===== config.mk =====
export PLATFORM = sky130hd
export DESIGN_NAME = branch_redirect_ctrl
export DESIGN_NICKNAME = d
export VERILOG_FILES = /design/src/rtl/branch_redirect_ctrl.sv
export SDC_FILE = /design/constraint.sdc
export NUM_CORES = 1
export LEC_CHECK = 0
export ABC_AREA = 0
export BUFFER_PORTS_ARGS = -buffer_cell sky130_fd_sc_hd__clkbuf_2
export CAP_MARGIN = 10
export CORE_ASPECT_RATIO = 1.4
export CORE_MARGIN = 3
export CORE_UTILIZATION = 25
export DETAILED_ROUTE_END_ITERATION = 10
export MAX_ROUTING_LAYER = met4
export PLACE_DENSITY = 0.45
export SYNTH_ARGS = -nofsm -noshare
export SYNTH_HDL_FRONTEND = slang
export SYNTH_SLANG_ARGS = --single-unit

===== constraint.sdc =====
create_clock -name clk -period 1.9 [get_ports clk]
set_clock_uncertainty 0.1 [all_clocks]
set_input_delay 0.095 -clock clk [delete_from_list [all_inputs] [get_ports clk]]
set_output_delay 0.095 -clock clk [all_outputs]
set_load 0.1 [all_outputs]

===== src/rtl/branch_redirect_ctrl.sv =====
// Purpose: arbitrates branch/jump redirects, issues the new fetch PC, flushes
//          younger stages and stalls fetch until the fetch unit restarts.
// Latency: request sampled in IDLE at edge T -> ack/redirect_valid/flush in T+1.
// Backpressure: requests are held by the requester; none are accepted while
//          FLUSH or WAIT_FETCH, so fetch_stall is the effective "not ready".
// Ports:
//   clk, rst_n                 clock, async active-low reset
//   br_req/br_pc/br_imm        execute-stage branch redirect (held until br_ack)
//   jmp_req/jmp_target         decode-stage jump redirect (held until jmp_ack)
//   fetch_ready                fetch has restarted at redirect_pc
//   br_ack/jmp_ack             one-cycle acceptance pulses
//   redirect_valid/redirect_pc new fetch PC pulse / held value
//   is_jump                    last accepted redirect was a jump
//   flush, fetch_stall         pipeline squash / fetch hold
//   redirect_count             saturating accepted-redirect counter
module branch_redirect_ctrl #(
  parameter int unsigned FLUSH_CYCLES = 2
) (
  input  logic        clk,
  input  logic        rst_n,
  input  logic        br_req,
  input  logic [32:0] br_pc,
  input  logic [15:0] br_imm,
  input  logic        jmp_req,
  input  logic [32:0] jmp_target,
  input  logic        fetch_ready,
  output logic        br_ack,
  output logic        jmp_ack,
  output logic        redirect_valid,
  output logic [32:0] redirect_pc,
  output logic        is_jump,
  output logic        flush,
  output logic        fetch_stall,
  output logic [7:0]  redirect_count
);

  localparam logic [1:0] ST_IDLE       = 2'd0;
  localparam logic [1:0] ST_FLUSH      = 2'd1;
  localparam logic [1:0] ST_WAIT_FETCH = 2'd2;

  // Counter is loaded with N-1 so FLUSH lasts exactly N cycles including entry.
  localparam logic [3:0] FLUSH_LOAD = 4'(FLUSH_CYCLES - 1);

  logic [1:0]  state_q, state_d;
  logic [3:0]  cnt_q, cnt_d;
  logic        br_ack_q, br_ack_d;
  logic        jmp_ack_q, jmp_ack_d;
  logic        rv_q, rv_d;
  logic [32:0] pc_q, pc_d;
  logic        is_jump_q, is_jump_d;
  logic [7:0]  count_q, count_d;
  logic        jmp_drop_q, jmp_drop_d;
  logic [32:0] br_target;
  logic        accept;

  // Signed word offset: sign-extend to 31 bits then shift by 2 -> 33 bits.
  assign br_target = br_pc + 33'd4 + {{15{br_imm[15]}}, br_imm, 2'b00};

  always_comb begin
    state_d    = state_q;
    cnt_d      = cnt_q;
    br_ack_d   = 1'b0;
    jmp_ack_d  = 1'b0;
    rv_d       = 1'b0;
    pc_d       = pc_q;
    is_jump_d  = is_jump_q;
    count_d    = count_q;
    accept     = 1'b0;

    // A jump seen during flush is stale for good; it stays blocked until the
    // requester lowers it, even if it lingers into the next IDLE.
    if (!jmp_req)
      jmp_drop_d = 1'b0;
    else if (state_q == ST_FLUSH)
      jmp_drop_d = 1'b1;
    else
      jmp_drop_d = jmp_drop_q;

    case (state_q)
      ST_IDLE: begin
        if (br_req) begin
          accept    = 1'b1;
          br_ack_d  = 1'b1;
          pc_d      = br_target;
          is_jump_d = 1'b0;
        end else if (jmp_req && !jmp_drop_q) begin
          accept    = 1'b1;
          jmp_ack_d = 1'b1;
          pc_d      = jmp_target;
          is_jump_d = 1'b1;
        end
      end
      ST_FLUSH: begin
        if (cnt_q == 4'd0)
          state_d = ST_WAIT_FETCH;
        else
          cnt_d = cnt_q - 4'd1;
      end
      ST_WAIT_FETCH: begin
        if (fetch_ready)
          state_d = ST_IDLE;
      end
      default: state_d = ST_IDLE;
    endcase

    if (accept) begin
      state_d = ST_FLUSH;
      cnt_d   = FLUSH_LOAD;
      rv_d    = 1'b1;
      if (count_q != 8'hFF)
        count_d = count_q + 8'd1;
    end
  end

  always_ff @(posedge clk or negedge rst_n) begin
    if (!rst_n) begin
      state_q    <= ST_IDLE;
      cnt_q      <= 4'd0;
      br_ack_q   <= 1'b0;
      jmp_ack_q  <= 1'b0;
      rv_q       <= 1'b0;
      pc_q       <= 33'd0;
      is_jump_q  <= 1'b0;
      count_q    <= 8'd0;
      jmp_drop_q <= 1'b0;
    end else begin
      state_q    <= state_d;
      cnt_q      <= cnt_d;
      br_ack_q   <= br_ack_d;
      jmp_ack_q  <= jmp_ack_d;
      rv_q       <= rv_d;
      pc_q       <= pc_d;
      is_jump_q  <= is_jump_d;
      count_q    <= count_d;
      jmp_drop_q <= jmp_drop_d;
    end
  end

  assign br_ack         = br_ack_q;
  assign jmp_ack        = jmp_ack_q;
  assign redirect_valid = rv_q;
  assign redirect_pc    = pc_q;
  assign is_jump        = is_jump_q;
  assign flush          = (state_q == ST_FLUSH);
  assign fetch_stall    = (state_q != ST_IDLE);
  assign redirect_count = count_q;

endmodule

==> results of run 1 <==
## worst max-delay path by stage
stage,from,to
2_1_floorplan,br_pc[3],redirect_pc[31]
3_3_place_gp,br_pc[3],redirect_pc[29]
3_5_place_dp,br_pc[3],redirect_pc[25]
4_1_cts,br_pc[3],redirect_pc[31]
5_1_grt,br_pc[3],redirect_pc[17]
6_report,br_pc[4],redirect_pc[30]
## what timing repair did
item / CTS / global route
setup buffers: 9 / 9
hold endpoints to repair: 55 / 1
endpoints found under the setup margin: 24 / 28
hold buffers: 4 / 1
gates resized for setup: 35 / 25
pin swaps: 16 / 25
## final cells by class
type	instances	area, sq um	area share
clock buffers	7	143	0.0209
flip-flops and latches	52	1320	0.193
clock inverters	1	7.51	0.00110
multi-input cells	399	3370	0.494
well taps	232	290	0.0425
repair buffers	256	1650	0.241
inverters	15	56.3	0.00824
## critical path: cells and delay by family
family                     cells  cell delay, ps
buffers and inverters          2             300
AOI/OAI and AO/OA              4             780
and+or+nand+nor                4             670
adders and majority gates      2             530
## state kept, by name (all words and copies together) (netlist names)
name,count
br_ack,1
cnt_q,4
is_jump,1
jmp_ack,1
jmp_drop_q,1
redirect_count,8
redirect_pc,33
redirect_valid,1
state_q,2
## cell families (layout without fill, tap and decap cells)
kind of cell	after synthesis	count (layout)	synth area share
compound gates	166	166	0.252
xor+xnor	36	36	0.0729
fa+ha+maj	62	62	0.181
buf+inv	38	279	0.0342
flops	52	52	0.301
mux	6	6	0.0142
simple gates	129	129	0.145
## layer usage
metal,wire length (um),share of wire,track usage,up-vias
met1,5810,0.41,0.175,2140
li1,-,-,-,2259
met5,0,0,-,-
met2,7570,0.53,0.273,100
met3,480,0.034,0.0150,26
met4,458,0.032,0.0600,0
## metrics by stage
step	utilization	setup slack, ps
6_report	0.405	-373
5_1_grt	0.405	-529
4_1_cts	0.393	-409
3_5_place_dp	0.365	-810
3_3_place_gp	0.365	-755
2_1_floorplan	-	-401
## cell usage in the layout (no fill, tap or decap), drive strengths merged, types with 15 or more instances in the layout
| master | n |
|---|---|
| ha | 61 |
| buf | 119 |
| nor2 | 23 |
| dfrtp | 52 |
| a21o | 27 |
| clkbuf | 139 |
| o21ai | 35 |
| a21oi | 56 |
| inv | 15 |
| nand2 | 47 |
| xnor2 | 24 |
## report_power, final
part	total [mW]	internal (mW)	switching [mW]
Combinational	7.21	1.90	5.31
Clock	0.944	0.526	0.418
Sequential	2.00	1.64	0.365
==> impl_metrics.json, run 1 <==
{
  "status": "finished with violations",
  "violations": "negative setup slack",
  "synth_seq_area_share": 0.301,
  "rsz0062_at_grt": "true",
  "ys_ff_latch": 52,
  "max_stage_delay_ps": 280,
  "max_cap_viol_count": 0,
  "fin_area_sq_um": 6830,
  "rr_worst_depth": 7,
  "track_usage": 0.154,
  "power.density_nw_per_um2": 1490,
  "yosys.area.top_type_share": 0.301,
  "crit_path_top_delay_cell": "ha_1",
  "num_vias": 4525,
  "synthFlopType": "dfrtp_1",
  "clock_sinks": 52,
  "worstHoldEndpoint": "redirect_pc[1]",
  "syn_to_final_growth_pct": 58.1,
  "post_drt_wl_per_cell_um": 14.9,
  "yosys-top-cells-area": "dfrtp_1 30%, ha_1 18%, a21oi_1 6.4%",
  "core_area_sq_um": 16900,
  "cp_data_required_time_ps": 2010,
  "hold_depth": 3,
  "numCtsBuffers": 5,
  "root_buffer": "clkbuf_16",
  "layout.nets": 878,
  "synthCells": 489,
  "drive_above_1_share": 0.460,
  "die_h_um": 162,
  "syn-num-nets": 638,
  "grt_pass1_wl_mm": 22.9,
  "max_freq_mhz": 440,
  "dp_hpwl_mm": 11.7,
  "power_leakage_nw": 3.43,
  "syn_area_per_cell_sq_um": 8.84,
  "yosys.cell_types.count": 58,
  "cp-start-kind": "input port",
  "r2r_slack_ps": 80,
  "hold_class": "input port to register",
  "h-tree-depth": 2,
  "numPortBuffers": 133,
  "cp_max_fo": 3,
  "setup_viol": 23,
  "tritoncts": "yes",
  "hold_violations": 0,
  "arrival_ps": 2380,
  "fillers": 1738,
  "tightestPinTransition_ps": 595,
  "antenna_found_initial": 0,
  "routed_via_density": 4.70,
  "fin_ws_ps": -373,
  "crit_type": "input port to register",
  "ir_drop_uv": 865,
  "worstHoldStart": "jmp_target[1]",
  "min_period_ps": 2270,
  "initial_core_util": 0.256,
  "yosysWarnings": 0,
  "power_mw": 10.2,
  "synth_edf_count": 0,
  "grt_pass1_vias": 4722,
  "tns_ps": -5690,
  "period_share": 1.20,
  "die_w_um": 117,
  "die_area_sq_um": 18900,
  "dr.pass1.iters": 5,
  "clkTransAtPathRegs_ps": 80,
  "crit_path_cell_trace": "clkbuf_2 > ha_4 > ha_1 > a21oi_1 > nand4b_1 > buf_4 > a211o_1 > nand3_2 > a41o_4 > a2bb2oi_4 > nor4_2 > nor4b_2",
  "synthTopCellsByCount": "61 x ha_1, 55 x a21oi_1, 52 x dfrtp_1",
  "r2r-end": "redirect_count[6]",
  "rows": 56,
  "slew_viol_final": 0,
  "grt_overflow_total": 0,
  "crit_path_end_kind": "register",
  "place.gp.congestion": 0.850,
  "dr.first_iter.drc_count": 200,
  "place_area_sq_um": 6160,
  "r2r_start": "redirect_count[0]",
  "yosysMostFrequentCell": "ha_1",
  "holdWs_ps": 4.63,
  "dpl.cell_count": 931,
  "finalNonFillerCells": 962,
  "yosys.area.top_type": "dfrtp_1",
  "antennaDiodeCount": 0,
  "grt_max_degree": 53,
  "io_pins": 134,
  "ctsLongestPathBuffers": 2,
  "antenna_left": 0,
  "async_reset_ff_frac": 1.00,
  "drc": 0,
  "clkLatencyLatePin_ps": 290,
  "syn_area_sq_um": 4320,
  "maxSlewHeadroom": 0.605,
  "routed_wl_mm": 14.3
}
No activity file was read; power rests on OpenSTA's default activity.
==> run 2, diff against run 1 <==
--- a/config.mk
+++ b/config.mk
@@ -12,6 +12,7 @@
 export CORE_MARGIN = 3
 export CORE_UTILIZATION = 25
 export DETAILED_ROUTE_END_ITERATION = 10
+export GPL_TIMING_DRIVEN = 0
 export MAX_ROUTING_LAYER = met4
 export PLACE_DENSITY = 0.45
 export SYNTH_ARGS = -nofsm -noshare
==> run 2 against run 1 <==
Effect of this change:
- the flow still finishes with violations (negative setup slack)
- sequential share of layout area increased by 1.5 points
- routed wire length increased by 2.5%
- critical path depth unchanged
- hold slack improved by 3.8 ps
- register-to-register slack improved by 30 ps
- combinational power decreased by 3.6%
- die area unchanged
- utilization decreased by 2.9 points
- sequential cell count unchanged
- setup slack got worse by 51 ps
- cell area decreased by 7.1%
- clock power about the same
==> impl_metrics.json, run 2 (synthesized netlist as in run 1, its figures left out) <==
{
  "dr_wl_met2_mm": 7.82,
  "fillers": 1769,
  "tritoncts": "yes",
  "numPortBuffers": 133,
  "worstHoldStart": "jmp_target[2]",
  "numCtsBuffers": 5,
  "dr.first_iter.drc_count": 207,
  "fin_area_sq_um": 6350,
  "tns_ps": -5740,
  "clock_sinks": 52,
  "dpl.cell_count": 855,
  "rr_worst_depth": 7,
  "clkLatencyLatePin_ps": 300,
  "slew_viol_final": 0,
  "routed_wl_mm": 14.7,
  "die_w_um": 117,
  "num_vias": 4303,
  "die_area_sq_um": 18900,
  "r2r_start": "state_q[1]",
  "rows": 56,
  "hold_depth": 3,
  "h-tree-depth": 2,
  "die_h_um": 162,
  "antenna_found_initial": 0,
  "grt_overflow_total": 0,
  "dp_slack_ps": -1140,
  "largest_reg_flops": 33,
  "power_leakage_nw": 3.04,
  "layout.nets": 805,
  "track_usage": 0.159,
  "dr_wl_met3_um": 404,
  "rsz0062_at_grt": "true",
  "crit_type": "input port to register",
  "io_pins": 134,
  "routed_via_density": 4.84,
  "max_cap_viol_count": 0,
  "grt_pass1_wl_mm": 23.1,
  "grt_pass1_vias": 4497,
  "top_layer": "met4",
  "fin_ws_ps": -424,
  "crit_path_end_kind": "register",
  "maxSlewHeadroom": 0.465,
  "cp-start-kind": "input port",
  "finalNonFillerCells": 889,
  "place_area_sq_um": 5520,
  "hold_violations": 0,
  "power.density_nw_per_um2": 1560,
  "initial_core_util": 0.256,
  "tightestPinTransition_ps": 802,
  "max_freq_mhz": 430,
  "layout_commonest_cell": "clkbuf_2",
  "ir_drop_uv": 722,
  "post_drt_wl_per_cell_um": 16.5,
  "cp_max_fo": 3,
  "drive_above_1_share": 0.419,
  "final_cell_mix": "134 x clkbuf_2, 44 x dfrtp_1, 43 x nand2_1, 43 x a21oi_1, 38 x ha_1",
  "dp_hpwl_mm": 11.8,
  "cp_data_required_time_ps": 2000,
  "arrival_ps": 2420,
  "dr.pass1.iters": 4,
  "period_share": 1.22,
  "antennaDiodeCount": 0,
  "clkTransAtPathRegs_ps": 80,
  "ctsLongestPathBuffers": 2,
  "core_area_sq_um": 16900,
  "setup_viol": 22,
  "antenna_left": 0,
  "r2r_slack_ps": 110,
  "wl_met1_mm": 6.07,
  "r2r-end": "redirect_pc[12]",
  "root_buffer": "clkbuf_16",
  "min_period_ps": 2320,
  "hold_class": "input port to register",
  "violations": "negative setup slack",
  "drc": 0,
  "worstHoldEndpoint": "redirect_pc[2]",
  "place.gp.congestion": 0.880,
  "status": "finished with violations",
  "syn_to_final_growth_pct": 46.8,
  "grt_max_degree": 29
}
==> run 2: cell count changes in the layout (fill, tap and decap cells not counted), sizes merged <==
cell    before  now
clkbuf     139  147
buf        119   36
inv         15   16
clkinv       0    1
==> run 2: area by class of cell <==
cell class	instances	area, sq um	share of cell area
multi-input combinational	399	3430	0.541
timing repair buffer	164	972	0.153
clock inverter	3	27.5	0.00434
clock buffer	5	125	0.0197
tap	232	290	0.0457
buffer	19	124	0.0195
inverter	15	58.8	0.00927
sequential	52	1320	0.207
==> run 2: worst max path at each step <==
| stage | from | slack [ps] | to |
|---|---|---|---|
| 3_5_place_dp | br_imm[15] | -1140 | redirect_pc[25] |
| 5_1_grt | br_pc[3] | -560 | redirect_pc[31] |
| 6_report | br_pc[3] | -420 | redirect_pc[31] |
| 3_3_place_gp | br_imm[15] | -1140 | redirect_pc[25] |
| 4_1_cts | br_pc[3] | -420 | redirect_pc[31] |
| 2_1_floorplan | br_pc[3] | -400 | redirect_pc[31] |
==> run 2: where the power goes <==
group,internal [mW],total [mW],switching [mW],leakage (nW)
clock network,0.501,0.947,0.446,0.0719
logic,1.63,6.95,5.31,2.34
registers,1.64,2.01,0.372,0.628
total,3.77,9.90,6.13,3.04
==> run 2: metrics by stage <==
step           utilization  hold WS (ps)  power, mW
5_1_grt              0.376          6.49       10.5
2_1_floorplan            -          -301       7.23
3_5_place_dp         0.327          68.7       8.60
3_3_place_gp         0.326           217       8.53
6_report             0.376          8.45       9.90
4_1_cts              0.362          1.78       9.88
==> run 2: critical path, stage by stage <==
cell and delay [ps]:
buf_6 100, ha_4 230, ha_4 160, fa_2 350, a211o_1 310, a211oi_2 220
or2_4 170, o32ai_4 120, nand4_1 150, nand3_2 90, xnor2_2 150, a311oi_1 280
==> run 2: what timing repair did <==
action | 4_1_cts | 5_1_grt
cloned | 0 | 0
gates resized for setup | 64 | 42
pin swaps | 27 | 21
endpoints found under the hold margin | 28 | 0
buffers inserted | 15 | 10
hold buffers | 5 | 0
endpoints found under the setup margin | 45 | 35
==> run 2: per-layer routing <==
metal  vias to the layer above  GRT usage
met5                         -          -
met4                         0     0.0548
met3                        19     0.0142
met2                        98      0.283
met1                      2060      0.183
li1                       2126          -
==> run 3, diff against run 2 <==
--- a/config.mk
+++ b/config.mk
@@ -10,11 +10,11 @@
 export CAP_MARGIN = 10
 export CORE_ASPECT_RATIO = 1.4
 export CORE_MARGIN = 3
-export CORE_UTILIZATION = 25
+export CORE_UTILIZATION = 32
 export DETAILED_ROUTE_END_ITERATION = 10
 export GPL_TIMING_DRIVEN = 0
 export MAX_ROUTING_LAYER = met4
-export PLACE_DENSITY = 0.45
+export PLACE_DENSITY = 0.55
 export SYNTH_ARGS = -nofsm -noshare
 export SYNTH_HDL_FRONTEND = slang
 export SYNTH_SLANG_ARGS = --single-unit
==> run 3 against run 2 <==
Effect of this change:
- the flow still finishes with violations (negative setup slack)
- clock power grew 14%
- maximum frequency shrank 0.37%
- sequential cell count is the same
- sequential share of layout area grew 0.18 points
- register-to-register slack gained 20 ps
- clock-buffer cell count is the same
- non-clock buffer count shrank 4
- critical path depth is the same
- sequential power is essentially flat
==> impl_metrics.json, run 3 (synthesized netlist as in run 1, its figures left out) <==
{
  "power_leakage_nw": 3.04,
  "ctsLongestPathBuffers": 2,
  "crit_path_cell_trace": "buf_6 > ha_4 > ha_4 > fa_2 > a211o_1 > a211oi_2 > o21bai_2 > buf_4 > a31oi_4 > o21bai_1 > xnor2_1 > o21ai_1",
  "holdWs_ps": 7.39,
  "cp-start-kind": "input port",
  "ir_drop_uv": 981,
  "fillers": 1274,
  "crit_type": "input port to register",
  "grt_max_degree": 34,
  "final_cell_mix": "135 x clkbuf_2, 45 x nand2_1, 45 x a21oi_1, 44 x dfrtp_1, 38 x ha_1",
  "initial_core_util": 0.331,
  "clkTransAtPathRegs_ps": 80,
  "antenna_left": 0,
  "dpl.cell_count": 801,
  "rows": 49,
  "routed_via_density": 5.18,
  "die_w_um": 104,
  "max_cap_viol_count": 0,
  "num_vias": 4306,
  "tightestPinTransition_ps": 733,
  "crit_path_end_kind": "register",
  "place_area_sq_um": 5460,
  "io_pins": 134,
  "hold_depth": 3,
  "slew_viol_final": 0,
  "place.gp.congestion": 0.842,
  "clock_sinks": 52,
  "max_freq_mhz": 429,
  "layout_commonest_cell": "clkbuf_2",
  "dp_hpwl_mm": 11.0,
  "track_usage": 0.189,
  "crit_cells": 12,
  "numPortBuffers": 133,
  "crit_path_top_delay_cell": "fa_2",
  "dp_slack_ps": -1140,
  "drive_above_1_share": 0.403,
  "die_area_sq_um": 15000,
  "tns_ps": -5330,
  "hold_class": "input port to register",
  "clkLatencyLatePin_ps": 290,
  "numCtsBuffers": 5,
  "fin_ws_ps": -433,
  "largest_reg_flops": 33,
  "post_drt_wl_per_cell_um": 16.6,
  "finalNonFillerCells": 831,
  "dr.pass1.iters": 4,
  "root_buffer": "clkbuf_16",
  "tritoncts": "yes",
  "dr.first_iter.drc_count": 98,
  "antenna_found_initial": 0,
  "grt_overflow_total": 0,
  "setup_viol": 22,
  "rr_worst_depth": 8,
  "drc": 0,
  "layout.nets": 801,
  "maxSlewHeadroom": 0.511,
  "power.density_nw_per_um2": 1590,
  "antennaDiodeCount": 0,
  "cp_max_fo": 3,
  "path_buf_inv": 2,
  "arrival_ps": 2410,
  "min_period_ps": 2330,
  "routed_wl_mm": 13.8,
  "hold_violations": 0,
  "die_h_um": 144,
  "syn_to_final_growth_pct": 45.5,
  "rsz0062_at_grt": "true",
  "core_area_sq_um": 13100,
  "grt_pass1_vias": 4553,
  "grt_pass1_wl_mm": 22.5,
  "fin_area_sq_um": 6290,
  "violations": "negative setup slack",
  "period_share": 1.23,
  "max_stage_delay_ps": 360,
  "h-tree-depth": 2,
  "path_common_cell": "ha_4",
  "status": "finished with violations",
  "cp_data_required_time_ps": 1980,
  "crit_family": "compound AO/OA/AOI/OAI gates"
}
==> run 3: final timing paths <==
check	slack [ps]	from	to
min reg2reg	380	redirect_pc[1]	redirect_pc[1]
max in group asynchronous	880	rst_n	redirect_count[6]
min in group asynchronous	210	rst_n	state_q[1]
max reg2reg	130	jmp_drop_q	redirect_count[6]
max	-430	br_pc[3]	redirect_pc[25]
min	7	jmp_target[30]	redirect_pc[30]
==> run 3: routing by layer <==
layer / track usage / vias to the layer above / routed length (um)
met1: 0.214 / 2071 / 5770
met2: 0.351 / 97 / 7340
met4: 0.0588 / 0 / 301
met3: 0.0202 / 20 / 408
met5: - / - / 0
li1: - / 2118 / -
==> run 3: report_power, final <==
part,total [mW],internal (mW),switching (mW)
Clock,1.08,0.628,0.454
Sequential,2.00,1.64,0.362
Combinational,6.94,1.66,5.29
==> run 3: final cells by class <==
type | count | area [sq um] | area share
multi-input cells | 399 | 3460 | 0.550
well taps | 178 | 223 | 0.0354
clock buffers | 5 | 125 | 0.0199
repair buffers | 159 | 942 | 0.150
plain buffers | 20 | 125 | 0.0199
clock inverters | 3 | 46.3 | 0.00736
inverters | 15 | 56.3 | 0.00895
flip-flops and latches | 52 | 1320 | 0.209
==> run 3: timing repair <==
item	4_1_cts	5_1_grt
hold buffers	6	0
pin swaps	17	41
hold endpoints to repair	24	0
setup buffers	9	10
gates resized for setup	48	49
setup endpoints to repair	50	35
==> run 3: stage by stage <==
step	total power [mW]	util
after floorplan	7.23	-
after global placement	8.45	0.416
after detailed placement	8.54	0.418
after CTS	9.88	0.460
after global routing	10.6	0.482
final	10.0	0.482
==> run 3: tightest hold or removal path, stage by stage <==
cell,delay [ps]
clkbuf_2,90
nor2_1,120
nor4b_2,60
